**src/rtl/uart_tx.sv**
```systemverilog
// ---------------------------------------------------------------------------
// uart_tx -- UART transmitter. Frames are sent LSB first: start bit, 8 data
// bits, optional parity bit, 1 or 2 stop bits. The line idles high.
// A one-entry holding buffer lets a producer queue the next byte while the
// current frame is on the wire. Back-to-back frames have no idle gap.
//
// Ports
//   Clk      in   system clock, all logic on posedge
//   Reset    in   synchronous, active-high reset
//   TxData   in   [7:0] byte to send, sampled only on an accepting edge
//   TxStart  in   request strobe; accepted when TxStart && TxReady
//   TxReady  out  holding buffer empty, a byte can be accepted
//   TxWire   out  registered serial line, idle high
//   TxBusy   out  a frame is being shifted (state != IDLE)
//   TxDone   out  one-cycle pulse after the final stop bit period ends
// ---------------------------------------------------------------------------
module uart_tx #(
    parameter int CLOCK_FREQUENCY = 1_000_000,
    parameter int BAUD_RATE       = 9600,
    parameter int PARITY          = 0,
    parameter int STOP_BITS       = 1
) (
    input  logic       Clk,
    input  logic       Reset,
    input  logic [7:0] TxData,
    input  logic       TxStart,
    output logic       TxReady,
    output logic       TxWire,
    output logic       TxBusy,
    output logic       TxDone
);

    localparam int DIV   = (CLOCK_FREQUENCY + BAUD_RATE / 2) / BAUD_RATE;
    localparam int CNT_W = (DIV > 1) ? $clog2(DIV) : 1;

    localparam logic [CNT_W-1:0] LAST_TICK = CNT_W'(DIV - 1);
    localparam logic [2:0]       LAST_STOP = 3'(STOP_BITS - 1);

    if (PARITY < 0 || PARITY > 2) begin : g_bad_parity
        $error("uart_tx: PARITY must be 0 (none), 1 (odd) or 2 (even)");
    end
    if (STOP_BITS != 1 && STOP_BITS != 2) begin : g_bad_stop
        $error("uart_tx: STOP_BITS must be 1 or 2");
    end
    if (DIV < 2) begin : g_bad_div
        $error("uart_tx: CLOCK_FREQUENCY / BAUD_RATE must round to at least 2");
    end

    typedef enum logic [2:0] {
        S_IDLE,
        S_START,
        S_DATA,
        S_PARITY,
        S_STOP
    } state_t;

    // Parity bit sent on the wire for a given byte.
    function automatic logic parity_bit(input logic [7:0] b);
        return (PARITY == 1) ? ~(^b) : (^b);
    endfunction

    state_t           state_q, state_d;
    logic [CNT_W-1:0] baud_cnt_q, baud_cnt_d;
    logic [2:0]       bit_cnt_q, bit_cnt_d;
    logic [7:0]       shift_q, shift_d;
    logic             par_q, par_d;
    logic [7:0]       buf_q, buf_d;
    logic             buf_full_q, buf_full_d;
    logic             tx_q, tx_d;
    logic             done_q, done_d;

    logic accept;
    logic bit_end;
    logic load_direct;
    logic load_buf;
    logic [7:0] load_byte;

    assign accept  = TxStart && !buf_full_q;
    assign bit_end = (baud_cnt_q == LAST_TICK);

    always_comb begin
        state_d     = state_q;
        bit_cnt_d   = bit_cnt_q;
        shift_d     = shift_q;
        par_d       = par_q;
        buf_d       = buf_q;
        buf_full_d  = buf_full_q;
        done_d      = 1'b0;
        load_direct = 1'b0;
        load_buf    = 1'b0;
        load_byte   = TxData;

        // Counter free-runs within a bit and wraps at the bit boundary.
        baud_cnt_d = (state_q == S_IDLE || bit_end) ? '0 : baud_cnt_q + CNT_W'(1);

        case (state_q)
            S_IDLE: begin
                if (accept) load_direct = 1'b1;
            end
            S_START: begin
                if (bit_end) state_d = S_DATA;
            end
            S_DATA: begin
                if (bit_end) begin
                    if (bit_cnt_q == 3'd7) begin
                        bit_cnt_d = '0;
                        state_d   = (PARITY != 0) ? S_PARITY : S_STOP;
                    end else begin
                        shift_d   = {1'b0, shift_q[7:1]};
                        bit_cnt_d = bit_cnt_q + 3'd1;
                    end
                end
            end
            S_PARITY: begin
                if (bit_end) state_d = S_STOP;
            end
            S_STOP: begin
                if (bit_end) begin
                    if (bit_cnt_q == LAST_STOP) begin
                        done_d    = 1'b1;
                        bit_cnt_d = '0;
                        // A queued byte wins; otherwise a byte offered on this
                        // very edge goes straight to the shifter.
                        if (buf_full_q)  load_buf    = 1'b1;
                        else if (accept) load_direct = 1'b1;
                        else             state_d     = S_IDLE;
                    end else begin
                        bit_cnt_d = bit_cnt_q + 3'd1;
                    end
                end
            end
            default: state_d = S_IDLE;
        endcase

        if (load_direct || load_buf) begin
            load_byte  = load_buf ? buf_q : TxData;
            shift_d    = load_byte;
            par_d      = parity_bit(load_byte);
            state_d    = S_START;
            baud_cnt_d = '0;
            bit_cnt_d  = '0;
        end

        if (load_buf) buf_full_d = 1'b0;

        // Any accepted byte not taken directly by the shifter is buffered.
        if (accept && !load_direct) begin
            buf_d      = TxData;
            buf_full_d = 1'b1;
        end
    end

    // Line level follows the next state so TxWire is a pure register.
    always_comb begin
        tx_d = 1'b1;
        case (state_d)
            S_IDLE:   tx_d = 1'b1;
            S_START:  tx_d = 1'b0;
            S_DATA:   tx_d = shift_d[0];
            S_PARITY: tx_d = par_d;
            S_STOP:   tx_d = 1'b1;
            default:  tx_d = 1'b1;
        endcase
    end

    always_ff @(posedge Clk) begin
        if (Reset) begin
            state_q    <= S_IDLE;
            baud_cnt_q <= '0;
            bit_cnt_q  <= '0;
            buf_full_q <= 1'b0;
            tx_q       <= 1'b1;
            done_q     <= 1'b0;
        end else begin
            state_q    <= state_d;
            baud_cnt_q <= baud_cnt_d;
            bit_cnt_q  <= bit_cnt_d;
            buf_full_q <= buf_full_d;
            tx_q       <= tx_d;
            done_q     <= done_d;
        end
    end

    // Data registers carry no reset; their contents are qualified by state.
    always_ff @(posedge Clk) begin
        shift_q <= shift_d;
        par_q   <= par_d;
        buf_q   <= buf_d;
    end

    assign TxReady = !buf_full_q;
    assign TxWire  = tx_q;
    assign TxBusy  = (state_q != S_IDLE);
    assign TxDone  = done_q;

endmodule
```
**config.mk**
```make
export PLATFORM = sky130hd
export DESIGN_NAME = uart_tx
export DESIGN_NICKNAME = d
export VERILOG_FILES = /design/src/rtl/uart_tx.sv
export SDC_FILE = /design/constraint.sdc
export NUM_CORES = 1
export LEC_CHECK = 0
export CAP_MARGIN = 20
export CORE_MARGIN = 5
export CORE_UTILIZATION = 55
export CTS_BUF_LIST = sky130_fd_sc_hd__clkbuf_4 sky130_fd_sc_hd__clkbuf_8
export DETAILED_ROUTE_END_ITERATION = 8
export PLACE_DENSITY = 0.77
export SLEW_MARGIN = 20
export SYNTH_ARGS = -nofsm -noshare
export SYNTH_HDL_FRONTEND = slang
export SYNTH_SLANG_ARGS = --single-unit
```
**constraint.sdc**
```tcl
create_clock -name Clk -period 4.7 [get_ports Clk]
set_input_delay 0.705 -clock Clk [delete_from_list [all_inputs] [get_ports Clk]]
set_output_delay 0.705 -clock Clk [all_outputs]
set_load 0.05 [all_outputs]
```
==> impl_metrics.json, run 1 <==
{
  "start_kind": "register",
  "rsz0062_at_grt": "no",
  "htree_levels": 2,
  "reg2reg_from": "baud_cnt_q[0]",
  "yosys_warnings": 0,
  "fmax_ghz": 0.381,
  "fp.dieH_um": 64.8,
  "fillCellCount": 225,
  "cts_tree": "yes",
  "peakVddDrop_mv": 0.287,
  "clkPwrFrac_pct": 27.5,
  "drive_above_1_share_pct": 9.09,
  "postCtsSetupRepairBufs": 0,
  "period_needed_ns": 2.63,
  "cts.path.max_buffers": 2,
  "ant_nets": 0,
  "routabilityCongestion": 0.815,
  "clkTransAtPathRegs_ns": 0.10,
  "fin_cells": 207,
  "std_cell_rows": 19,
  "grt_pass1_vias": 1118,
  "finalWirelength_mm": 2.91,
  "max-slew-margin-rel_pct": 50.7,
  "drv_slew": 0,
  "critPathLaunch": "state_q[0]",
  "routed-via-count": 1145,
  "die_area_um2": 4200,
  "endpoint_kind": "output port",
  "die_w_um": 64.8,
  "cts_root_buf": "clkbuf_4",
  "min_path_cells": 2,
  "port_buffers": 14,
  "swShare_pct": 26.5,
  "holdCritPathClass": "reg2reg",
  "power_density_nw_per_um2": 317,
  "ioPinCount": 15,
  "finClkSkew_ns": 0.00849,
  "clock_sinks": 33,
  "drt-pass1-iter-count": 4,
  "run_status": "complete, no violations",
  "p_int_mw": 0.436,
  "fin_nets": 190,
  "syn_area_um2": 1650,
  "num_antenna_cells": 0,
  "drcViolationCount": 0,
  "p_leak_nw": 0.619,
  "yosysSeqAreaShare_pct": 49.1,
  "cts_inserted_buffers": 5,
  "core_um2": 2830,
  "reg2reg_depth": 7,
  "syn_inst": 157,
  "ys_seq_elements": 33,
  "tightest_slew_ns": 0.740,
  "p_switching_mw": 0.157,
  "required_ns": 3.99,
  "hold_path_end": "par_q",
  "finalSetupTns_ns": 0,
  "grt.overflow.total": 0,
  "grt_antenna_before_repair": 0,
  "share_comb_of_total_power_pct": 15.8,
  "ctsResizeCount": 0,
  "hold_buffers": 0,
  "syn_to_final_growth_pct": 13.3,
  "grt.total_usage_pct": 15.9,
  "dp.cells": 199,
  "critPathKind": "reg2out",
  "dp_hpwl_mm": 2.17,
  "synth_nets": 172,
  "ys_types": 33,
  "grt_max_degree": 17,
  "insertion_delay_ns": 0.33,
  "final_hold_viol_count": 0,
  "max_cap_viol_count": 0,
  "hp-start": "par_q",
  "dr.first_iter.drc_count": 66,
  "r2r-end": "TxWire",
  "detail_route.wl_per_cell_um": 14.1,
  "start_util_pct": 58.4,
  "p_seq_share_pct": 56.7,
  "vias_per_cell": 5.53,
  "finalCritPeriodShare_pct": 55.9,
  "r2r_slack_ns": 2.31,
  "grt_first_pass_wirelength_mm": 5.14,
  "setup_violations": 0,
  "cp_max_fo": 8,
  "syn_area_per_cell_um2": 10.5,
  "worstPathArrival_ns": 1.92
}
-- layer usage --
metal	global-route usage (%)	vias to the layer above	share of wire (%)
met5	0	-	0
met4	3.96	0	1.0
met3	5.87	4	6.3
met2	23.6	32	45
met1	22.0	522	48
li1	-	587	-
-- stage by stage --
step           utilization [%]  area, um^2  setup slack [ns]  hold WS (ns)  total power, mW
6_report                  66.2        1870              2.07         0.461            0.593
5_1_grt                   66.2        1870              2.00         0.488            0.623
4_1_cts                   66.2        1870              2.07         0.463            0.596
3_3_place_gp              64.1        1810              2.31         0.428            0.433
2_1_floorplan                -        1650              2.64         0.418            0.408
3_5_place_dp              64.1        1810              2.21         0.440            0.437
-- registers in the layout, summed over array words and instances (netlist names) --
signal,cells
buf_full_q,1
bit_cnt_q,3
par_q,1
state_q,3
buf_q,8
shift_q,8
TxDone,1
baud_cnt_q,7
TxWire,1
-- worst max path at each step --
stage | to | slack (ns) | depth (start not counted)
final | TxBusy | 2.07 | 2
after global routing | TxBusy | 2.00 | 2
after CTS | TxBusy | 2.07 | 2
after detailed placement | baud_cnt_q[5] | 2.21 | 6
after global placement | baud_cnt_q[3] | 2.31 | 6
after floorplan | TxWire | 2.64 | 7
-- cell families after synthesis --
family                   count (synthesis)  synth area share, %
AO/OA/AOI/OAI                           24                 8.40
XOR/XNOR                                20                 10.6
adder cells (fa/ha/maj)                  4                 3.03
buffers and inverters                    7                 2.04
flip-flops                              33                 49.1
multiplexers                            10                 6.13
AND/OR/NAND/NOR                         59                 20.7
-- area by class of cell --
cell class / count / area, um^2 / share of cell area [%]
multi-input cells: 117 / 808 / 43.2
inverters: 4 / 15.0 / 0.802
clock inverters: 2 / 8.76 / 0.468
repair buffers: 14 / 140 / 7.48
flip-flops and latches: 33 / 811 / 43.3
clock buffers: 6 / 51.3 / 2.74
well taps: 31 / 38.8 / 2.07
-- critical path, cell delays in order (launching register included) --
cell and delay (ns):
dfxtp_1 0.43, or3_1 0.44, clkdlybuf4s50_1 0.71
-- Yosys cell counts (all sizes together) --
library cell  count  area (um^2)
dfxtp            18          360
nor2             17         71.3
edfxtp           15          450
xnor2            15          131
nand2            14         52.6
o21ai            10         53.8
a21oi             9         45.0
mux2i             9         90.1
nand2b            6         37.5
xor2              5         43.8
ha                4         50.1
inv               4         15.0
nand3             4         20.0
nand3b            4         30.0
nor2b             3         18.8
and2              2         12.5
buf               2         15.0
nor3              2         10.0
nor3b             2         37.5
a211oi            1         7.51
a21o              1         7.51
a22oi             1         7.51
a311o             1         11.3
a31oi             1         6.26
and3              1         6.26
clkbuf            1         3.75
mux2              1         11.3
nand4             1         12.5
nor4              1         21.3
or2               1         6.26
or3               1         6.26
-- power by group through the flow --
stage	clock, mW	combinational [mW]	sequential (mW)
2_1_floorplan	0	0.0669	0.342
4_1_cts	0.165	0.0944	0.336
5_1_grt	0.181	0.103	0.338
3_3_place_gp	0	0.0918	0.342
6_report	0.163	0.0938	0.336
3_5_place_dp	0	0.0937	0.343
-- cell usage in the layout (no fill, tap or decap), drive strengths merged, types with 2 or more instances in the layout --
| master | count |
|---|---|
| and2 | 2 |
| nor2 | 17 |
| clkbuf | 6 |
| o21ai | 10 |
| clkdlybuf4s50 | 14 |
| nor3b | 2 |
| nand3 | 4 |
| nand2b | 6 |
| edfxtp | 15 |
| clkinv | 2 |
| nand3b | 4 |
| nor2b | 3 |
| nand2 | 14 |
| nor3 | 2 |
| ha | 4 |
| xnor2 | 15 |
| inv | 4 |
| xor2 | 5 |
| dfxtp | 18 |
| mux2i | 9 |
| a21oi | 9 |
No activity file was read; power rests on OpenSTA's default activity.
==> inputs of run 2 (changes only) <==
- CORE_UTILIZATION: 55 -> 53
- clock period: 4.7 -> 2.2 ns (I/O delays scaled with it)
==> impl_metrics.json, run 2 (synthesized netlist as in run 1, its figures left out) <==
{
  "std_cell_rows": 20,
  "die_area_um2": 4340,
  "detail_route.wl_per_cell_um": 13.3,
  "setup_violations": 0,
  "drive_above_1_share_pct": 14.7,
  "fillCellCount": 242,
  "crit_chain": "ha_2 > and3_2 > nand2_1 > nor4_4 > mux2i_1 > a21oi_1 > a311o_2",
  "top_regs": "buf_q: 8 flops, shift_q: 8 flops, baud_cnt_q: 7 flops",
  "finalWirelength_mm": 3.02,
  "final_common_cell": "dfxtp_1",
  "tightest_slew_ns": 0.495,
  "cp.depth": 7,
  "cts.path.max_buffers": 2,
  "grt_antenna_before_repair": 0,
  "cp_max_fo": 4,
  "run_status": "complete, no violations",
  "hold-worst-slack_ns": 0.460,
  "grt_pass1_vias": 1111,
  "grt_max_degree": 12,
  "finalSetupTns_ns": 0,
  "peakVddDrop_mv": 0.427,
  "vias_per_cell": 5.08,
  "start_kind": "register",
  "rsz0062_at_grt": "no",
  "period_needed_ns": 2.06,
  "required_ns": 2.44,
  "endpoint": "TxWire",
  "finalWorstSetupSlack_ns": 0.144,
  "fp.dieH_um": 65.8,
  "max_cap_viol_count": 0,
  "power_density_nw_per_um2": 712,
  "ant_nets": 0,
  "htree_levels": 2,
  "clkTransAtPathRegs_ns": 0.10,
  "fin_nets": 198,
  "port_buffers": 14,
  "holdCritPathClass": "reg2reg",
  "final_hold_viol_count": 0,
  "critPathKind": "reg2reg",
  "r2r-end": "TxWire",
  "hp-start": "par_q",
  "cts_tree": "yes",
  "dp.cells": 220,
  "p_leak_nw": 0.668,
  "dr.first_iter.drc_count": 116,
  "fmax_ghz": 0.486,
  "drv_slew": 0,
  "reg2reg_from": "baud_cnt_q[0]",
  "cts_inserted_buffers": 5,
  "start_util_pct": 54.6,
  "routabilityCongestion": 0.782,
  "ioPinCount": 15,
  "finalCritPeriodShare_pct": 93.5,
  "core_um2": 3030,
  "dp_hpwl_mm": 2.26,
  "num_antenna_cells": 0,
  "drcViolationCount": 0,
  "syn_to_final_growth_pct": 19.8,
  "worstPathArrival_ns": 2.30,
  "cpPeakStageDelay_ns": 0.37,
  "grt.total_usage_pct": 15.4,
  "slowest_stage": "dfxtp_1",
  "clock_sinks": 33,
  "pre_cts_ws_ns": 0.103,
  "grt_first_pass_wirelength_mm": 4.92,
  "critPathLaunch": "baud_cnt_q[0]",
  "grt.overflow.total": 0,
  "path_delay_family": "simple AND/OR/NAND/NOR gates",
  "die_w_um": 65.8,
  "fin_cells": 228,
  "p_total_mw": 1.41,
  "insertion_delay_ns": 0.34,
  "endpoint_kind": "register",
  "layout_common_cells": "dfxtp_1 (18), nor2_1 (16), xnor2_1 (15), edfxtp_1 (15), nand2_1 (14)",
  "routed-via-count": 1158,
  "drt-pass1-iter-count": 4,
  "reg2reg_depth": 7,
  "max-slew-margin-rel_pct": 66.9,
  "r2r_slack_ns": 0.14,
  "finClkSkew_ns": 0.00820,
  "critPathBufInv": 0,
  "hold_buffers": 0,
  "cts_root_buf": "clkbuf_4"
}
==> run 2: worst min-delay path by stage <==
| stage | to | depth (start not counted) |
|---|---|---|
| after floorplan | state_q[0] | 1 |
| after global placement | baud_cnt_q[0] | 1 |
| after detailed placement | par_q | 2 |
| after CTS | par_q | 2 |
| after global routing | baud_cnt_q[0] | 1 |
| final | par_q | 2 |
==> run 2: report_power, final <==
group          internal [mW]  total, mW  switching, mW  leakage [nW]
clock                  0.270      0.484          0.214        0.0445
combinational         0.0920      0.208          0.116         0.334
sequential             0.695      0.719         0.0236         0.290
==> run 2: layout make-up <==
class	instances	area [um^2]	area share [%]
tap	44	55.1	2.78
inverter	4	15.0	0.758
clock buffer	6	51.3	2.59
timing repair buffer	22	199	10.0
clock inverter	2	37.5	1.90
multi-input combinational	117	812	41.0
sequential	33	811	40.9
==> run 2: stage by stage <==
step / area [um^2] / util (%)
detailed placement: 1890 / 62.4
global route: 1980 / 65.4
floorplan: 1650 / -
global placement: 1890 / 62.4
CTS: 1980 / 65.3
finish: 1980 / 65.4
==> run 2: worst reg2reg max path: stages, from the launching register on <==
cell and delay [ns]:
dfxtp_1 0.37, ha_2 0.22, and3_2 0.23, nand2_1 0.13
nor4_4 0.27, mux2i_1 0.28, a21oi_1 0.09, a311o_2 0.36
==> run 2: layer usage <==
layer | track usage (%) | vias to the layer above | part of all wire, %
met5 | 0 | - | 0
met4 | 6.99 | 0 | 0
met3 | 5.61 | 0 | 4.3
met2 | 22.2 | 25 | 48
met1 | 20.5 | 537 | 48
li1 | - | 596 | -
==> run 2: repair_timing <==
action	in CTS	in global routing
setup endpoints to repair	1	9
gates resized for setup	1	2
buffers inserted	0	0
